[config.mk]
export PLATFORM = sky130hd
export DESIGN_NAME = if_fetch_unit
export DESIGN_NICKNAME = d
export VERILOG_FILES = /design/src/rtl/if_fetch_unit.sv
export SDC_FILE = /design/constraint.sdc
export NUM_CORES = 1
export LEC_CHECK = 0
export ABC_AREA = 1
export CAP_MARGIN = 0
export CELL_PAD_IN_SITES_DETAIL_PLACEMENT = 1
export CELL_PAD_IN_SITES_GLOBAL_PLACEMENT = 1
export CORE_MARGIN = 4
export CORE_UTILIZATION = 45
export CTS_BUF_LIST = sky130_fd_sc_hd__clkbuf_4 sky130_fd_sc_hd__clkbuf_8
export CTS_CLUSTER_SIZE = 16
export DETAILED_ROUTE_END_ITERATION = 8
export HOLD_SLACK_MARGIN = 0.08
export PLACE_DENSITY_LB_ADDON = 0.1
export SYNTH_ARGS = -nofsm -noshare
export SYNTH_HDL_FRONTEND = slang
export SYNTH_SLANG_ARGS = --single-unit
[constraint.sdc]
create_clock -name i_clk -period 7.1 [get_ports i_clk]
set_clock_uncertainty 0.15 [all_clocks]
set_input_delay 1.775 -clock i_clk [delete_from_list [all_inputs] [get_ports i_clk]]
set_output_delay 1.775 -clock i_clk [all_outputs]
set_load 0.1 [all_outputs]
[src/rtl/if_fetch_unit.sv]
// if_fetch_unit: PC owner, in-order imem requester and instruction buffer feeding decode, with redirect/flush.
// Optional perf counters (o_fetch_cnt, o_stall_cnt) when IF_PERF_CNT_EN is defined.
module if_fetch_unit #(
  parameter logic [31:0] RESET_PC   = 32'h0000_0000,
  parameter int          FIFO_DEPTH = 4
) (
  input  logic        i_clk,
  input  logic        i_rst,
  input  logic        i_start,
  output logic        o_imem_req_valid,
  output logic [31:0] o_imem_req_addr,
  input  logic        i_imem_req_ready,
  input  logic        i_imem_rsp_valid,
  input  logic [31:0] i_imem_rsp_data,
  input  logic        i_redirect_valid,
  input  logic [31:0] i_redirect_pc,
  output logic        o_id_valid,
  output logic [31:0] o_id_inst,
  output logic [31:0] o_id_pc,
`ifdef IF_PERF_CNT_EN
  output logic [31:0] o_fetch_cnt,
  output logic [31:0] o_stall_cnt,
  input  logic        i_id_ready
`else
  input  logic        i_id_ready
`endif
);
  localparam int AW = $clog2(FIFO_DEPTH);
  typedef enum logic [1:0] {IDLE, FETCH, FLUSH} state_t;
  state_t r_state;
  logic [31:0] r_pc, r_rsp_pc;
  logic [AW:0] r_inflight, r_drop_cnt, r_count;
  logic [AW-1:0] r_wr_ptr, r_rd_ptr;
  logic [31:0] r_inst_mem [FIFO_DEPTH];
  logic [31:0] r_pc_mem [FIFO_DEPTH];
  logic w_active, w_redir, w_rsp, w_keep, w_pop, w_accept;
  logic [AW+1:0] w_occ;
  logic [AW:0] w_inflight_nxt, w_drop_nxt;
  logic [31:0] w_redir_pc;
  assign w_active   = r_state != IDLE;
  assign w_redir    = w_active & i_redirect_valid;
  assign w_redir_pc = i_redirect_pc & ~32'h3;
  // responses with nothing outstanding (or before start) are spurious and ignored
  assign w_rsp  = w_active & i_imem_rsp_valid & (r_inflight != '0);
  assign w_keep = w_rsp & (r_drop_cnt == '0) & ~w_redir;
  // credit: outstanding requests plus buffered words never exceed the buffer size
  assign w_occ = {1'b0, r_inflight} + {1'b0, r_count};
  assign o_imem_req_valid = (r_state == FETCH) & (w_occ < (AW+2)'(FIFO_DEPTH)) & ~i_redirect_valid;
  assign o_imem_req_addr  = r_pc;
  assign w_accept = o_imem_req_valid & i_imem_req_ready;
  assign o_id_valid = r_count != '0;
  assign o_id_inst  = o_id_valid ? r_inst_mem[r_rd_ptr] : '0;
  assign o_id_pc    = o_id_valid ? r_pc_mem[r_rd_ptr] : '0;
  assign w_pop = o_id_valid & i_id_ready & ~w_redir;
  assign w_inflight_nxt = r_inflight + (AW+1)'(w_accept) - (AW+1)'(w_rsp);
  // on redirect everything still outstanding is stale and must be dropped
  assign w_drop_nxt = w_redir ? w_inflight_nxt
                              : r_drop_cnt - (AW+1)'(w_rsp && (r_drop_cnt != '0));
  always_ff @(posedge i_clk or posedge i_rst) begin
    if (i_rst) begin
      r_state    <= IDLE;
      r_pc       <= RESET_PC;
      r_rsp_pc   <= RESET_PC;
      r_inflight <= '0;
      r_drop_cnt <= '0;
      r_count    <= '0;
      r_wr_ptr   <= '0;
      r_rd_ptr   <= '0;
    end else begin
      r_state    <= (r_state == IDLE) ? (i_start ? FETCH : IDLE)
                                      : ((w_drop_nxt != '0) ? FLUSH : FETCH);
      r_inflight <= w_inflight_nxt;
      r_drop_cnt <= w_drop_nxt;
      r_pc       <= w_redir ? w_redir_pc : (w_accept ? r_pc + 32'd4 : r_pc);
      r_rsp_pc   <= w_redir ? w_redir_pc : (w_keep ? r_rsp_pc + 32'd4 : r_rsp_pc);
      if (w_redir) begin
        r_count  <= '0;
        r_wr_ptr <= '0;
        r_rd_ptr <= '0;
      end else begin
        r_count  <= r_count + (AW+1)'(w_keep) - (AW+1)'(w_pop);
        r_wr_ptr <= r_wr_ptr + AW'(w_keep);
        r_rd_ptr <= r_rd_ptr + AW'(w_pop);
      end
    end
  end
  always_ff @(posedge i_clk) begin
    if (w_keep) begin
      r_inst_mem[r_wr_ptr] <= i_imem_rsp_data;
      r_pc_mem[r_wr_ptr]   <= r_rsp_pc;
    end
  end
`ifdef IF_PERF_CNT_EN
  logic [31:0] r_fetch_cnt, r_stall_cnt;
  always_ff @(posedge i_clk or posedge i_rst) begin
    if (i_rst) begin
      r_fetch_cnt <= '0;
      r_stall_cnt <= '0;
    end else begin
      r_fetch_cnt <= r_fetch_cnt + 32'(w_pop);
      r_stall_cnt <= r_stall_cnt + 32'(w_active & i_id_ready & ~o_id_valid);
    end
  end
  assign o_fetch_cnt = r_fetch_cnt;
  assign o_stall_cnt = r_stall_cnt;
`endif
endmodule

# Word-level counts from Yosys, hierarchy flattened
# Memories as Yosys holds them, arrays and structs flattened.
# Cells that the tools add are included.
[word_totals]
regBits = 79
latchBits = 0
ram_bits = 256
romBits = 0
inputBits = 71
out_inout_bits = 98
wordCells = 59
memories = 2
[mem_list]
columns = ["memory", "depth", "word_bits", "rd", "rd_ports_with_merged_regs", "write_ports", "line_no", "text"]
rows = [
  ["r_inst_mem", 4, 32, 1, 0, 1, "34", "logic [31:0] r_inst_mem [FIFO_DEPTH];"],
  ["r_pc_mem", 4, 32, 1, 0, 1, "35", "logic [31:0] r_pc_mem [FIFO_DEPTH];"],
]
[classes]
add_sub_neg = 10
n_mul = 0
div = 0
order_cmp = 1
n_eq_ne = 1
shift = 0
n_mux = 15
bitwise = 12
reduce_logical = 10
[op_table]
columns = ["operator", "n"]
rows = [
  ["$mux 32", 6],
  ["$add 32x3->32 const B", 2],
  ["$reduce_bool 3->1", 4],
  ["$and 1x1->1", 10],
  ["$sub 3x1->3", 3],
  ["$mux 2", 4],
  ["$add 3x1->3", 2],
  ["$mux 3", 2],
  ["$reduce_bool 2->1", 3],
  ["$add 2x1->2", 2],
  ["$add 3x3->4", 1],
  ["$lt 4x3->1 const B", 1],
  ["$logic_not 3->1", 1],
  ["$mux 1", 3],
  ["$eq 2x1->1 const B", 1],
  ["$logic_not 2->1", 1],
  ["$not 1->1", 2],
  ["$logic_and 1x1->1", 1],
]

# Depth between registers and ports, before layout
[logic_depth]
ltp_word = 11
ltp_mapped = 14
mapped_depth_nobuf = 14

# Worst setup path before layout
# OpenSTA, ideal clock, no wires.
[synth_path]
kind = "input to register"
from = "input i_redirect_valid"
to = "memory r_inst_mem[0][0], enable pin"
setup_ns = 0.558
t_arrival_ns = 6.516
required_time_ns = 6.392
slack_ns = -0.125
cell_stages = 6
path_buffers = 1
cell_sequence = "inv_1 -> nor2_2 -> buf_2 -> nor2_1 -> inv_1 -> nor3_1"
[synth_via]
elab_chain_cells = 5
[synth_rtl]
columns = ["item", "line_no", "text"]
rows = [
  ["start, declared", "15", "input logic i_redirect_valid,"],
  ["$and 1x1->1", "41", "assign w_redir = w_active & i_redirect_valid;"],
  ["$not 1->1", "45", "assign w_keep = w_rsp & (r_drop_cnt == '0) & ~w_redir;"],
  ["$and 1x1->1", "45", ""],
  ["$mux 1", "88", "if (w_keep) begin"],
  ["$mux 1 (implied by the code)", "89", "r_inst_mem[r_wr_ptr] <= i_imem_rsp_data;"],
  ["end, declared", "34", ""],
]
# No other way between the ends.

# Worst setup path in the final report
[layout_path]
from = "register r_rd_ptr[0]"
to = "output o_id_pc[19]"
[layout_via]
elab_chain_cells = 2
[layout_rtl]
columns = ["item", "line_no", "text"]
rows = [
  ["start, declared", "33", "logic [AW-1:0] r_wr_ptr, r_rd_ptr;"],
  ["start signal, assigned", "83", "r_rd_ptr <= r_rd_ptr + AW'(w_pop);"],
  ["$mem_v2 4x32", "--", ""],
  ["$mux 32", "53", "assign o_id_pc = o_id_valid ? r_pc_mem[r_rd_ptr] : '0;"],
  ["end, declared", "19", "output logic [31:0] o_id_pc,"],
]
# No other way between the ends.

==> results by group <==
Clock network
  • Clock buffer depth: 3
  • Hold-fix buffers at CTS: 0
  • Clock Pin Slew Worst Setup and Hold Paths: 60 ps
  • PostCTS Resize Cnt: 0
  • Setup bufs post-CTS: 0
  • Latest clock arrival within the worst-skew pair: 600 ps
  • Total CTS buffers: 54
  • H-Tree Depth: 2
  • Clk Tree Root Cell: clkbuf_8
  • CTS tree: done
  • Sink Count: 323

Placed design
  • Placed cell area: 16930 µm²
  • IO buf count: 162
  • Final Wtd Congestion: 0.8789
  • Cells after DPL: 2130
  • Setup WS pre-CTS: 1482 ps
  • Post-DP HPWL: 27120 µm

Finish
  • Fraction of layout instances using a drive strength above 1: 0.08347
  • Layout filler cell count: 3730
  • Area of the multi-input gates: 4959 µm²
  • N_diodes: 0
  • Layout Cells excl Fill: 2227
  • Layout Area Growth over Synthesis: 20.33%
  • Storage element area: 9329 µm²
  • # nets final: 1829
  • Post-route design area: 18020 µm²

Floorplanning
  • Die footprint: 36250 µm²
  • Core ar.: 32700 µm²
  • Die Wd: 190.4 µm
  • Die Ht: 190.4 µm
  • Starting density of the core: 0.4578
  • IO Count: 169
  • Row cnt: 66

Routing
  • Wire per inst: 18.81 µm
  • Post-route ant nets: 0
  • DRC marker count from the first detailed-route iteration: 501
  • Residual DRC: 0
  • WL final: 41900 µm
  • First-pass iteration count of the detailed router: 4
  • Via count: 11.68k
  • Vias per cell: 5.246

Logic synthesis
  • Mean Syn Cell Area: 9.470 µm²
  • Yosys top cell area share: 0.4974
  • Yosys reg bits: 323
  • Most numerous cell in the Yosys netlist: nor2_1
  • Yosys warnings: 0
  • Post-synthesis async set-or-reset flop share: 0.2322
  • Leading cell types by count after synthesis: 426 x nor2_1, 269 x nand2_1, 248 x edfxtp_1
  • Post-Syn Area: 14970 µm²
  • Prevailing post-synth register cell: edfxtp_1
  • Top post-synthesis cells by area: edfxtp_1 50%, dfrtp_1 13%, nor2_1 11%
  • Dominant cell type by area after synthesis: edfxtp_1
  • Synth cell types: 39
  • Post-synthesis sequential area ratio: 0.6228
  • EDFF count, synth: 248
  • Syn Inst Count: 1581

Setup path
  • R2R Setup Slk: 3950 ps
  • Arr. time, crit path: 4110 ps
  • Crit Path Class: register to output pin
  • Critical path capture point type: output pin
  • CP startpoint kind: register
  • WP data required: 5180 ps
  • Crit-path max FO: 79

Timing
  • Final hold vios: 0
  • Unrepaired setup endpoints after global routing: false
  • Max Slew Vio Count: 0
  • Final min period: 6031 ps
  • # setup viols final: 0
  • Final setup margin: 1069 ps
  • Slew HR: 0.2756
  • Tcrit/Tclk final: 0.8494
  • FMAX: 0.1658 GHz
  • Worst slew pin tran: 1083 ps

Global routing
  • Initial antenna violation count: 0
  • Vias in the first global route: 12.86k
  • Largest net degree at the start of global routing: 89
  • GR Overflow Total: 0
  • GRT Total Usage: 0.2331
  • First-pass GRT wire length: 67300 µm

Status
  • Outcome: completed

Min path
  • Worst hold path type: register to register

Job
  • Max-cap check violation count: 0
[state kept, by name, indices dropped and copies added (netlist names)]
name	flops
r_inst_mem	128
r_pc_mem	120
o_imem_req_addr	30
r_rsp_pc	30
r_count	3
r_drop_cnt	3
r_inflight	3
r_rd_ptr	2
r_state	2
r_wr_ptr	2
[per-stage QoR]
| stage | utilization | hold slack (ps) | TNS, ps |
|---|---|---|---|
| 3_3_place_gp | 0.5178 | 369.2 | 0 |
| 6_report | 0.5509 | 386.1 | 0 |
| 2_1_floorplan | - | 336.6 | -30890 |
| 5_1_grt | 0.5509 | 409.0 | 0 |
| 4_1_cts | 0.5509 | 388.9 | 0 |
| 3_5_place_dp | 0.5178 | 374.7 | 0 |
[placed cells by master, fill, tap and decap left out, drive strengths merged]
cell and count:
a21oi 98, a22oi 1, a31oi 15, and2 1, buf 13, bufinv 2, clkbuf 76, clkdlybuf4s50 162
clkinv 16, clkinvlp 2, conb 4, dfrtp 75, edfxtp 248, fa 2, ha 12, inv 97
nand2 278, nand3 63, nand3b 2, nand4 3, nor2 441, nor3 9, nor3b 1, o211ai 1
o21a 1, o21ai 144, o21bai 3, or2 4, xnor2 6, xor2 5
[final timing paths]
path / cells past startpoint / to / start
hold / removal: 1 / r_inflight[2] / r_inflight[2]
min in group asynchronous: 2 / r_drop_cnt[2] / i_rst
setup reg to reg: 9 / r_count[2] / r_count[1]
hold reg to reg: 1 / r_inflight[2] / r_inflight[2]
max in group asynchronous: 3 / o_imem_req_addr[29] / i_rst
setup / recovery: 6 / o_id_pc[19] / r_rd_ptr[0]
[cells by family (layout without fill, tap and decap cells)]
group | Yosys count | after routing | synth area share
other | 1 | 4 | 0.0002505
adder cells (fa/ha/maj) | 14 | 14 | 0.01270
buffers and inverters | 167 | 368 | 0.04847
flip-flops | 323 | 323 | 0.6228
AO/OA/AOI/OAI | 263 | 263 | 0.09176
XOR/XNOR | 11 | 11 | 0.006435
AND/OR/NAND/NOR | 802 | 802 | 0.2176
[metal layers]
layer / wire length [µm] / global-route usage / up-vias
met5: 0 / 0 / -
met2: 21020 / 0.4074 / 238
met1: 17910 / 0.2983 / 5785
li1: - / - / 5597
met3: 1836 / 0.03918 / 62
met4: 1135 / 0.07320 / 0
[cell type report]
class | instances | area share
flip-flops and latches | 323 | 0.5178
clock buffers | 76 | 0.05181
repair buffers | 175 | 0.09612
multi-input cells | 1094 | 0.2752
inverters | 96 | 0.02000
clock inverters | 21 | 0.008334
well taps | 442 | 0.03070
[critical path, cell delays in order, from the launching register on]
cell and delay [ps]:
dfrtp_4 780, buf_4 780, nor2_1 150, nor2_1 120, o21ai_0 100, a21oi_1 310, clkdlybuf4s50_1 1200
Power is not shown: default switching activity piles up to over one toggle a cycle in this logic, so the estimate is an artifact.
==> RTL edit (same flow settings) <==
Set the parameter `FIFO_DEPTH` to 2 (it was 4).
--- a/src/rtl/if_fetch_unit.sv
+++ b/src/rtl/if_fetch_unit.sv
@@ -2,7 +2,7 @@
 // Optional perf counters (o_fetch_cnt, o_stall_cnt) when IF_PERF_CNT_EN is defined.
 module if_fetch_unit #(
   parameter logic [31:0] RESET_PC   = 32'h0000_0000,
-  parameter int          FIFO_DEPTH = 4
+  parameter int          FIFO_DEPTH = 2
 ) (
   input  logic        i_clk,
   input  logic        i_rst,
Formal check against the unedited RTL: not equivalent (a bounded check fails within 4 cycles, from zero or initial values and one cycle with i_rst high).
==> RTL edit against the unedited design <==
  * Via count is 32% lower
  * Critical endpoint is now o_imem_req_valid
  * Sequential share of layout area is 5.5 points lower
  * Routed wire length is 38% lower
  * Sequential cell count is 129 lower
  * Setup slack better by 0.34 ns
  * Register-to-register slack worse by 0.10 ns
  * Count of clock-buffer cells in the layout is 58 lower
  * Synthesized area is 36% lower
  * Synthesized cell count is 31% lower
  * Cell count is 31% lower
  * Final area is 34% lower
==> RTL edit: results <==
[grt]
grt_usage_pct = 22.5
grt_pass1_wl_um = 42800
met1_usage_pct = 29.8
grt_use_met3_pct = 3.92
gr-usage-met2_pct = 38.3
grt_pass1_vias = 8285
grt_max_degree = 71

[clock_network]
cts_buffers = 17
cts-htree-levels = 4
post_cts_buffers = 0
cts_resized = 0
clockBufferDepth = 2
clock-root-buffer = "clkbuf_8"
cts.clk_slew.worst_paths_ns = 0.11
clk_latency_ns = 0.47

[synth]
ys_async_sr_fraction_pct = 36.1
yosysSeqAreaShare_pct = 56.8
syn_inst = 1091
synth_edf_count = 124
synthTopCellsByCount = "nand2_1, nor2_1, edfxtp_1"
synth_area_leaders = "edfxtp_1, dfrtp_1, nand2_1"
yosysUniqueCellTypes = 38

[routing]
top_layer = "met4"
wl_met1_um = 11500
wl_met3_um = 1300
drt_iter0_markers = 405
post_drt_via_cell_ratio = 5.23
wl_met2_um = 12900
firstDrtPassIters = 4
wl_um = 26100

[final_layout]
layout-drive-gt1-share_pct = 8.07
nNetsFinal = 1320
nFillCells = 2488
stdcell_count = 1527
reg_top3 = "r_inst_mem: 64 flops, r_pc_mem: 60 flops"

[placement]
dpl.cell_count = 1495
post-dp-hpwl_um = 18800
pre_cts_ws_ns = 1.42
dpl_cell_area_um2 = 11500
gp_congestion = 0.861

[timing]
tightestPinTransition_ns = 1.05

[pwr]
vdd_drop_max_mv = 0.325

[min_path]
min_path_type = "reg -> reg"

[run_status]
outcome = "completed"

[critical_path]
worst_ep_arrival_time_ns = 3.76
critPathMaxFanout = 3
-- RTL edit: cell types whose count changed after synthesis, sizes merged, moves of 15 or more --
cell	before	now
a21oi	98	119
buf	43	26
edfxtp	248	124
nand2	278	337
nand3	63	78
nor2	441	158
o21ai	144	19
-- RTL edit: final timing paths --
path	start	endpoint	slack [ns]	depth (start not counted)
worst max register to register	r_inflight[1]	r_pc_mem[0][20]	3.85	8
worst min-delay path	r_rsp_pc[5]	r_pc_mem[0][5]	0.40	0
max in group asynchronous	i_rst	o_imem_req_addr[24]	4.23	3
worst min register to register	r_rsp_pc[5]	r_pc_mem[0][5]	0.40	0
min in group asynchronous	i_rst	r_state[0]	1.57	2
worst max-delay path	i_redirect_valid	o_imem_req_valid	1.41	5
-- RTL edit: critical path, stage by stage --
cell,delay (ns)
clkdlybuf4s50_1,0.47
nor2_1,0.15
nand3_1,0.15
inv_1,0.08
clkdlybuf4s50_1,1.13
-- RTL edit: power breakdown --
part,internal [W],switching (W)
Sequential,0.00148,0.000335
Clock,0.000264,0.000436
Combinational,0.000813,0.00264
-- RTL edit: final cells by class --
class / instances / area, um2 / share of cell area (%)
Clock buffer: 18 / 241 / 2.04
Clock inverter: 14 / 141 / 1.19
Inverter: 87 / 329 / 2.78
Multi-Input combinational cell: 768 / 3620 / 30.6
Sequential cell: 194 / 5480 / 46.2
Tap cell: 275 / 344 / 2.91
Timing Repair Buffer: 171 / 1690 / 14.3
-- RTL edit: cell families (layout without fill, tap and decap cells) --
logic type	Yosys count	in the layout	synth area share, %
compound gates	160	160	8.76
xor+xnor	8	8	0.726
fa+ha+maj	10	10	1.38
buf+inv	132	290	5.94
flops	194	194	56.8
other cells	1	4	0.0389
simple gates	586	586	26.4
